--- config.mk ---
export PLATFORM = sky130hd
export DESIGN_NAME = crossbar_master_queue
export DESIGN_NICKNAME = d
export VERILOG_FILES = /design/src/rtl/crossbar_master_queue.sv
export SDC_FILE = /design/constraint.sdc
export NUM_CORES = 1
export LEC_CHECK = 0
export ABC_AREA = 1
export CAP_MARGIN = 40
export CORE_ASPECT_RATIO = 1.75
export CORE_MARGIN = 10
export CORE_UTILIZATION = 59
export DETAILED_ROUTE_END_ITERATION = 8
export PLACE_DENSITY = 0.85
export SLEW_MARGIN = 20
export SYNTH_ARGS = -nofsm -noshare
export SYNTH_HDL_FRONTEND = slang
export SYNTH_SLANG_ARGS = --single-unit
export TNS_END_PERCENT = 1
--- constraint.sdc ---
create_clock -name clk -period 6.75 [get_ports clk]
set_input_delay 1.35 -clock clk [delete_from_list [all_inputs] [get_ports clk]]
set_output_delay 1.35 -clock clk [all_outputs]
set_load 0.01 [all_outputs]
--- src/rtl/crossbar_master_queue.sv ---
// Request FIFO feeding one crossbar master port: buffers core requests and issues them one at a
// time on the master req/ack handshake. Define MQ_TIMEOUT_EN to add the ack-wait timeout.
module crossbar_master_queue #(
    parameter int unsigned DEPTH = 4,
    parameter int unsigned AW    = 32,
    parameter int unsigned DW    = 32
`ifdef MQ_TIMEOUT_EN
    ,
    parameter int unsigned TIMEOUT = 64
`endif
) (
    input  logic                   clk,
    input  logic                   reset,
    input  logic                   in_valid,
    output logic                   in_ready,
    input  logic                   in_cmd,
    input  logic [AW-1:0]          in_addr,
    input  logic [DW-1:0]          in_wdata,
    output logic                   resp_valid,
    output logic                   resp_cmd,
    output logic [DW-1:0]          resp_rdata,
    output logic [$clog2(DEPTH):0] level,
    output logic                   master_req,
    output logic                   master_cmd,
    output logic [AW-1:0]          master_addr,
    output logic [DW-1:0]          master_wdata,
    input  logic [DW-1:0]          master_rdata,
    input  logic                   master_ack
`ifdef MQ_TIMEOUT_EN
    ,
    output logic                   timeout_err
`endif
);

    localparam int unsigned PW       = $clog2(DEPTH);
    localparam logic [PW:0] FULL_LVL = DEPTH[PW:0];

    typedef enum logic [1:0] {StIdle, StReq, StGap} state_e;

    state_e          state_q, state_d;
    logic [PW-1:0]   wr_ptr_q, rd_ptr_q;
    logic [PW:0]     count_q;
    logic            mem_cmd   [DEPTH];
    logic [AW-1:0]   mem_addr  [DEPTH];
    logic [DW-1:0]   mem_wdata [DEPTH];
    logic            push, pop, load, expire;

    // Registered count only, so a pop on the same edge never opens a slot early.
    assign in_ready = (count_q != FULL_LVL);
    assign level    = count_q;
    assign push     = in_valid && in_ready;

`ifdef MQ_TIMEOUT_EN
    localparam int unsigned   TW       = ($clog2(TIMEOUT + 1) > 8) ? $clog2(TIMEOUT + 1) : 8;
    localparam logic [TW-1:0] TMO_LAST = TW'(TIMEOUT - 1);

    logic [TW-1:0] tmo_cnt_q;
    logic          tmo_hit;

    assign tmo_hit = (tmo_cnt_q == TMO_LAST);
`endif

    always_comb begin
        state_d = state_q;
        load    = 1'b0;
        pop     = 1'b0;
        expire  = 1'b0;
        unique case (state_q)
            StIdle: begin
                if (count_q != '0) begin
                    state_d = StReq;
                    load    = 1'b1;
                end
            end
            StReq: begin
                // Ack on the expiry edge takes priority over the timeout.
                if (master_ack) begin
                    pop     = 1'b1;
                    state_d = StGap;
                end
`ifdef MQ_TIMEOUT_EN
                else if (tmo_hit) begin
                    pop     = 1'b1;
                    expire  = 1'b1;
                    state_d = StGap;
                end
`endif
            end
            StGap: begin
                if (count_q != '0) begin
                    state_d = StReq;
                    load    = 1'b1;
                end else begin
                    state_d = StIdle;
                end
            end
            default: state_d = StIdle;
        endcase
    end

    always_ff @(posedge clk) begin
        if (push) begin
            mem_cmd[wr_ptr_q]   <= in_cmd;
            mem_addr[wr_ptr_q]  <= in_addr;
            mem_wdata[wr_ptr_q] <= in_wdata;
        end
    end

    always_ff @(posedge clk or negedge reset) begin
        if (!reset) begin
            state_q      <= StIdle;
            wr_ptr_q     <= '0;
            rd_ptr_q     <= '0;
            count_q      <= '0;
            master_req   <= 1'b0;
            master_cmd   <= 1'b0;
            master_addr  <= '0;
            master_wdata <= '0;
            resp_valid   <= 1'b0;
            resp_cmd     <= 1'b0;
            resp_rdata   <= '0;
        end else begin
            state_q <= state_d;
            if (push) wr_ptr_q <= wr_ptr_q + PW'(1);
            if (pop)  rd_ptr_q <= rd_ptr_q + PW'(1);
            if (push && !pop) begin
                count_q <= count_q + (PW + 1)'(1);
            end else if (pop && !push) begin
                count_q <= count_q - (PW + 1)'(1);
            end
            if (load) begin
                master_req   <= 1'b1;
                master_cmd   <= mem_cmd[rd_ptr_q];
                master_addr  <= mem_addr[rd_ptr_q];
                master_wdata <= mem_wdata[rd_ptr_q];
            end else if (pop) begin
                master_req <= 1'b0;
            end
            resp_valid <= pop;
            if (pop) begin
                resp_cmd   <= master_cmd;
                resp_rdata <= (master_cmd || expire) ? '0 : master_rdata;
            end
        end
    end

`ifdef MQ_TIMEOUT_EN
    always_ff @(posedge clk or negedge reset) begin
        if (!reset) begin
            tmo_cnt_q   <= '0;
            timeout_err <= 1'b0;
        end else begin
            timeout_err <= expire;
            if (load) begin
                tmo_cnt_q <= '0;
            end else if (state_q == StReq) begin
                tmo_cnt_q <= tmo_cnt_q + TW'(1);
            end
        end
    end
`endif

endmodule

==> reports/results.ini, run 1 <==
[outcome]
status=completed

[global_routing]
grt_pass1_wl_mm=56.5
antenna_found_initial=4
grt_pass1_vias=10748
grt-ovfl-total=0
grt_util_all_layers=0.216
grt_max_degree=83

[synth]
synth_edf_count=260
synth_nets=1601
seq_area_frac_synth=0.693
synthCells=1494
ys_ff_latch=369
synth_area_leaders=edfxtp_1, dfrtp_1, nand2_1
synth_top_area_cell=edfxtp_1
synthFlopType=edfxtp_1
synth_top_area_frac=0.514
syn_avg_cell_area_um2=10.2
ys_warn_count=0
syn-cell-area_mm2=0.0152
synthTopCellsByCount=nand2_1, inv_1, edfxtp_1
post-synth-top-count-cell=nand2_1
yosysUniqueCellTypes=22
synthArstFlopShare=0.295

[placed_design]
placed_cell_area_mm2=0.0175
place_congestion=0.803
io_buffers=204
dp_slack_ns=3.05
hpwl_mm=23.1

[setup_path]
crit_slowest_cell=clkdlybuf4s50_1
worstSetupStartpointType=flop
crit_start=level[0]$_DFFE_PN0P_
cp.buffers_inverters=2
worstPathCellList=inv_2 > nand3_1 > clkdlybuf4s50_1
r2r_end=mem_addr[1][18]$_DFFE_PP_
r2r_cells=6
cpLargestDelayFamily=buffers and inverters
crit-reg2reg-launch=level[0]$_DFFE_PN0P_
cp.arrival_ns=1.79
crit_path_max_incr_delay_ns=0.60
crit_required_ns=5.40
r2r_slack_ns=4.24
critPathCaptureType=primary output
critPathMaxFanout=4
criticalPathCategory=flop to primary output

[floorplanning]
start_util=0.600
dieArea_mm2=0.0328
die_x_um=141
fp-row-count=77
fp.coreArea_mm2=0.0253
dieHeight_um=232
io_pins=205

[job]
maxCapViolCount=0

[sta]
final.setup.tns_ns=0
slew_headroom=0.475
clock_skew_ns=0.0150
setup_violations=0
worst_pin_slew_ns=0.788
rsz0062_at_grt=no
layout_min_cycle_time_ns=3.14
finalHoldViolCount=0
fin_crit_sh=0.465
final-max-slew-violation-count=0
clock.fmax_ghz=0.319
fin_ws_ns=3.61

[power_and_ir_drop]
p_total_uw=8450
peakVddDrop_mv=0.348
power_density_mw_per_mm2=452
cellLeakagePower_uw=0.00875

[detailed_routing]
wire_per_inst_um=18.0
finalWirelength_mm=36.6
drtIter0Drc=972
ant_nets=0
vias=10444
drtPass1Iterations=5
vias_per_cell=5.14
post-route-drc-count=0

[clocking]
cts_made_buffers=31
cts_setup_buffers=0
ctsHtreeMaxLevel=1
root_buffer=clkbuf_16
cts_hold_buf=0
cts-resized-gates=0
cts_sinks=369
insertion_delay_ns=0.57
cts.clk_slew.worst_paths_ns=0.07
cts_tree=done
clk_path_buf_depth=3

[min_path]
worstHoldStart=master_wdata[31]$_DFFE_PN0P_
hold_path_end=master_wdata[31]$_DFFE_PN0P_
holdPathStages=2
hold_path_class=flop to flop

[finish]
nets=1795
nFillCells=1614
final_core_util=0.739
stdcell_area_mm2=0.0187
drive_gt1_frac=0.0485
areaGrowthSynthToFinish_pct=23.2

## cell usage in the layout, fill, tap and decap left out, types with 2 or more instances in the layout
cell type,netlist,routed
diode_2,0,4
bufinv_16,0,8
nor2_4,0,5
nand2_1,625,625
inv_6,0,4
dfrtp_1,109,107
clkinv_1,0,7
xor2_1,4,4
edfxtp_1,260,260
ha_1,5,5
inv_2,4,4
clkbuf_1,6,4
clkbuf_16,0,31
clkdlybuf4s50_1,0,203
buf_4,12,13
buf_12,0,2
clkinv_4,0,2
buf_16,0,7
nand3_1,134,134
inv_1,276,276
## cell families (layout without fill, tap and decap cells)
logic type	count (synthesis)	in the layout	share of synthesized area
DFF	369	369	0.693
and+or+nand+nor	766	766	0.201
adders and majority gates	6	6	0.00543
AOI/OAI and AO/OA	3	3	0.00115
xor gates and xnor gates	5	5	0.00288
other	0	4	0
buffers and inverters	345	564	0.0966
## metal layers
metal,vias up,track usage,share of wire
li1,4984,-,-
met2,341,0.399,0.57
met3,62,0.0354,0.055
met4,0,0.0975,0.029
met5,-,0,0
met1,5057,0.236,0.35
## power breakdown
group	internal, uW	switching (uW)
clock	1160	808
combinational	1210	1890
sequential	3090	305
## registers in the layout, summed over array words and instances (netlist names), 2 cells and up
| register | flops |
|---|---|
| mem_addr | 128 |
| wr_ptr_q | 2 |
| mem_cmd | 4 |
| master_wdata | 32 |
| master_addr | 32 |
| level | 3 |
| rd_ptr_q | 2 |
| state_q | 2 |
| resp_rdata | 32 |
| mem_wdata | 128 |
## final cells by class
class	count	area, um^2	share of cell area
multi-input combinational	780	3230	0.173
antenna	4	10.0	0.000535
clock inverter	23	332	0.0177
clock buffer	35	791	0.0422
timing repair buffer	225	2360	0.126
inverter	281	1060	0.0565
tap	316	395	0.0211
sequential	369	10500	0.563
## worst max path at each step
stage                                      end  cells past startpoint
floorplan             mem_addr[0][0]$_DFFE_PP_                      2
global placement    mem_wdata[2][20]$_DFFE_PP_                      4
detailed placement   mem_addr[1][19]$_DFFE_PP_                      5
CTS                                   in_ready                      3
global route        resp_rdata[17]$_DFFE_PN0P_                      6
finish                                in_ready                      3
## worst reg2reg max path: cells and delay by family (launching register included)
family | cells | cell delay, ns
buf+inv | 3 | 0.76
flops | 1 | 0.46
simple gates | 3 | 0.93
## metrics by stage
| step | instances | hold slack, ns |
|---|---|---|
| final | 2033 | 0.478 |
| after global routing | 2033 | 0.493 |
| after CTS | 2025 | 0.482 |
| after detailed placement | 1967 | 0.464 |
| after global placement | 1962 | 0.454 |
| after floorplan | 1494 | 0.429 |
Power figures use the tool's default switching activity.
==> run 2: changes to the inputs <==
Settings changed: CORE_UTILIZATION 59 to 55, PLACE_DENSITY 0.85 to 0.8.
Clock period 6.75 ns to 3.08 ns, I/O delays scaled along.
==> reports/results.ini, run 2 (synthesis results as in run 1) <==
[outcome]
status=completed

[min_path]
hold_path_class=primary input to asynchronous set/reset pin

[floorplanning]
io_pins=205
die_x_um=146
dieArea_mm2=0.0349
fp.coreArea_mm2=0.0272
fp-row-count=80
dieHeight_um=240
start_util=0.558

[power_and_ir_drop]
p_int_uw=11900
power_density_mw_per_mm2=984
power.share.sequential=0.400
p_comb_frac=0.368
cellLeakagePower_uw=0.00875
p_switching_uw=6570
peakVddDrop_mv=0.671
sw_frac_of_total=0.356
clockPowerShare=0.232

[finish]
antenna_cells=0
areaGrowthSynthToFinish_pct=23.3
final_core_util=0.688
drive_gt1_frac=0.0511
nets=1802
nFillCells=1959
multi_input_area_mm2=0.00322
final_cell_mix=nand2_1, inv_1, edfxtp_1
layout.area.seq_mm2=0.0105
reg_top3=mem_addr: 128 flops, mem_wdata: 128 flops
layout_commonest_cell=nand2_1
instances_no_fill=2090

[detailed_routing]
ant_nets=0
post-route-drc-count=0
wire_per_inst_um=17.7
vias_per_cell=5.01
finalWirelength_mm=36.9
drtPass1Iterations=5
drtIter0Drc=708
vias=10462

[setup_path]
critPathCaptureType=primary output
cp.arrival_ns=1.72
crit_required_ns=2.46
crit_slowest_cell=clkdlybuf4s50_1
crit_path_max_incr_delay_ns=0.61
critPathMaxFanout=4
criticalPathCategory=flop to primary output
worstPathCellList=inv_2 > nand3_1 > clkdlybuf4s50_1
worstSetupStartpointType=flop
r2r_cells=7

[global_routing]
grt_pass1_wl_mm=57.3
grtUsageMet3=0.0282
grt_pass1_vias=10873
grtUsageMet2=0.390
met1_usage=0.222
top_usage_layer=met2
grt_max_degree=68
antenna_found_initial=0
grt_util_all_layers=0.206
grt-ovfl-total=0

[clocking]
cts_sinks=369
root_buffer=clkbuf_16
ctsHtreeMaxLevel=2
insertion_delay_ns=0.52
cts_hold_buf=0
cts-resized-gates=0
cts_tree=done
cts.clk_slew.worst_paths_ns=0.06
cts_made_buffers=34
clk_path_buf_depth=3
cts_setup_buffers=0

[sta]
finalHoldViolCount=0
clock_skew_ns=0.0204
final-max-slew-violation-count=0
setup_violations=0
worst_pin_slew_ns=0.859
clock.fmax_ghz=0.428
slew_headroom=0.427
fin_crit_sh=0.758
rsz0062_at_grt=no
layout_min_cycle_time_ns=2.34

[placed_design]
place_congestion=0.810
dp.cells=2028
hpwl_mm=24.3
io_buffers=204

[job]
maxCapViolCount=0

## run 2: final timing paths
check / from / end / slack [ns]
worst max-delay path: level[0]$_DFFE_PN0P_ / in_ready / 0.74
worst min-delay path: reset / master_wdata[2]$_DFFE_PN0P_ / 0.08
worst max register to register: rd_ptr_q[0]$_DFFE_PN0P_ / master_addr[1]$_DFFE_PN0P_ / 0.95
worst min register to register: state_q[1]$_DFFE_PN0P_ / state_q[0]$_DFFE_PN0P_ / 0.46
max in group asynchronous: reset / resp_rdata[4]$_DFFE_PN0P_ / 2.17
min in group clk: state_q[1]$_DFFE_PN0P_ / state_q[0]$_DFFE_PN0P_ / 0.46
## run 2: worst max-delay path: cells and delay by family (launching register included)
family	cells	cell delay, ns
buffers and inverters	2	0.67
AND/OR/NAND/NOR	1	0.10
flip-flops	1	0.44
## run 2: layer usage
layer	wire length (um)	part of all wire	vias to the layer above
met5	0	0	-
met4	1560	0.042	0
met3	1750	0.047	83
met2	20500	0.55	322
met1	13100	0.36	5073
li1	-	-	4984
## run 2: per-stage QoR
stage          total power [uW]  worst slack, ns  hold slack (ns)  TNS (ns)  instance area (um^2)
6_report                  18400            0.744           0.0829         0                 18700
5_1_grt                   19500            0.647           0.0906         0                 18700
4_1_cts                   18600            0.709           0.0877         0                 18700
3_5_place_dp              14300            0.739            0.448         0                 17600
3_3_place_gp              14000            0.738            0.442         0                 17600
2_1_floorplan             11500           -0.978            0.320   -254.19                 15200
## run 2: power by group through the flow
| stage | clock network (uW) | registers, uW | logic (uW) |
|---|---|---|---|
| global placement | 0 | 7400 | 6580 |
| global route | 4500 | 7500 | 7520 |
| finish | 4270 | 7370 | 6790 |
| CTS | 4330 | 7380 | 6870 |
| detailed placement | 0 | 7450 | 6810 |
| floorplan | 0 | 7670 | 3820 |
## run 2: area by class of cell
type	count	area share
clock buffers	48	0.0532
repair buffers	229	0.124
inverters	281	0.0564
flip-flops and latches	369	0.563
multi-input cells	780	0.172
clock inverters	14	0.00735
well taps	369	0.0246
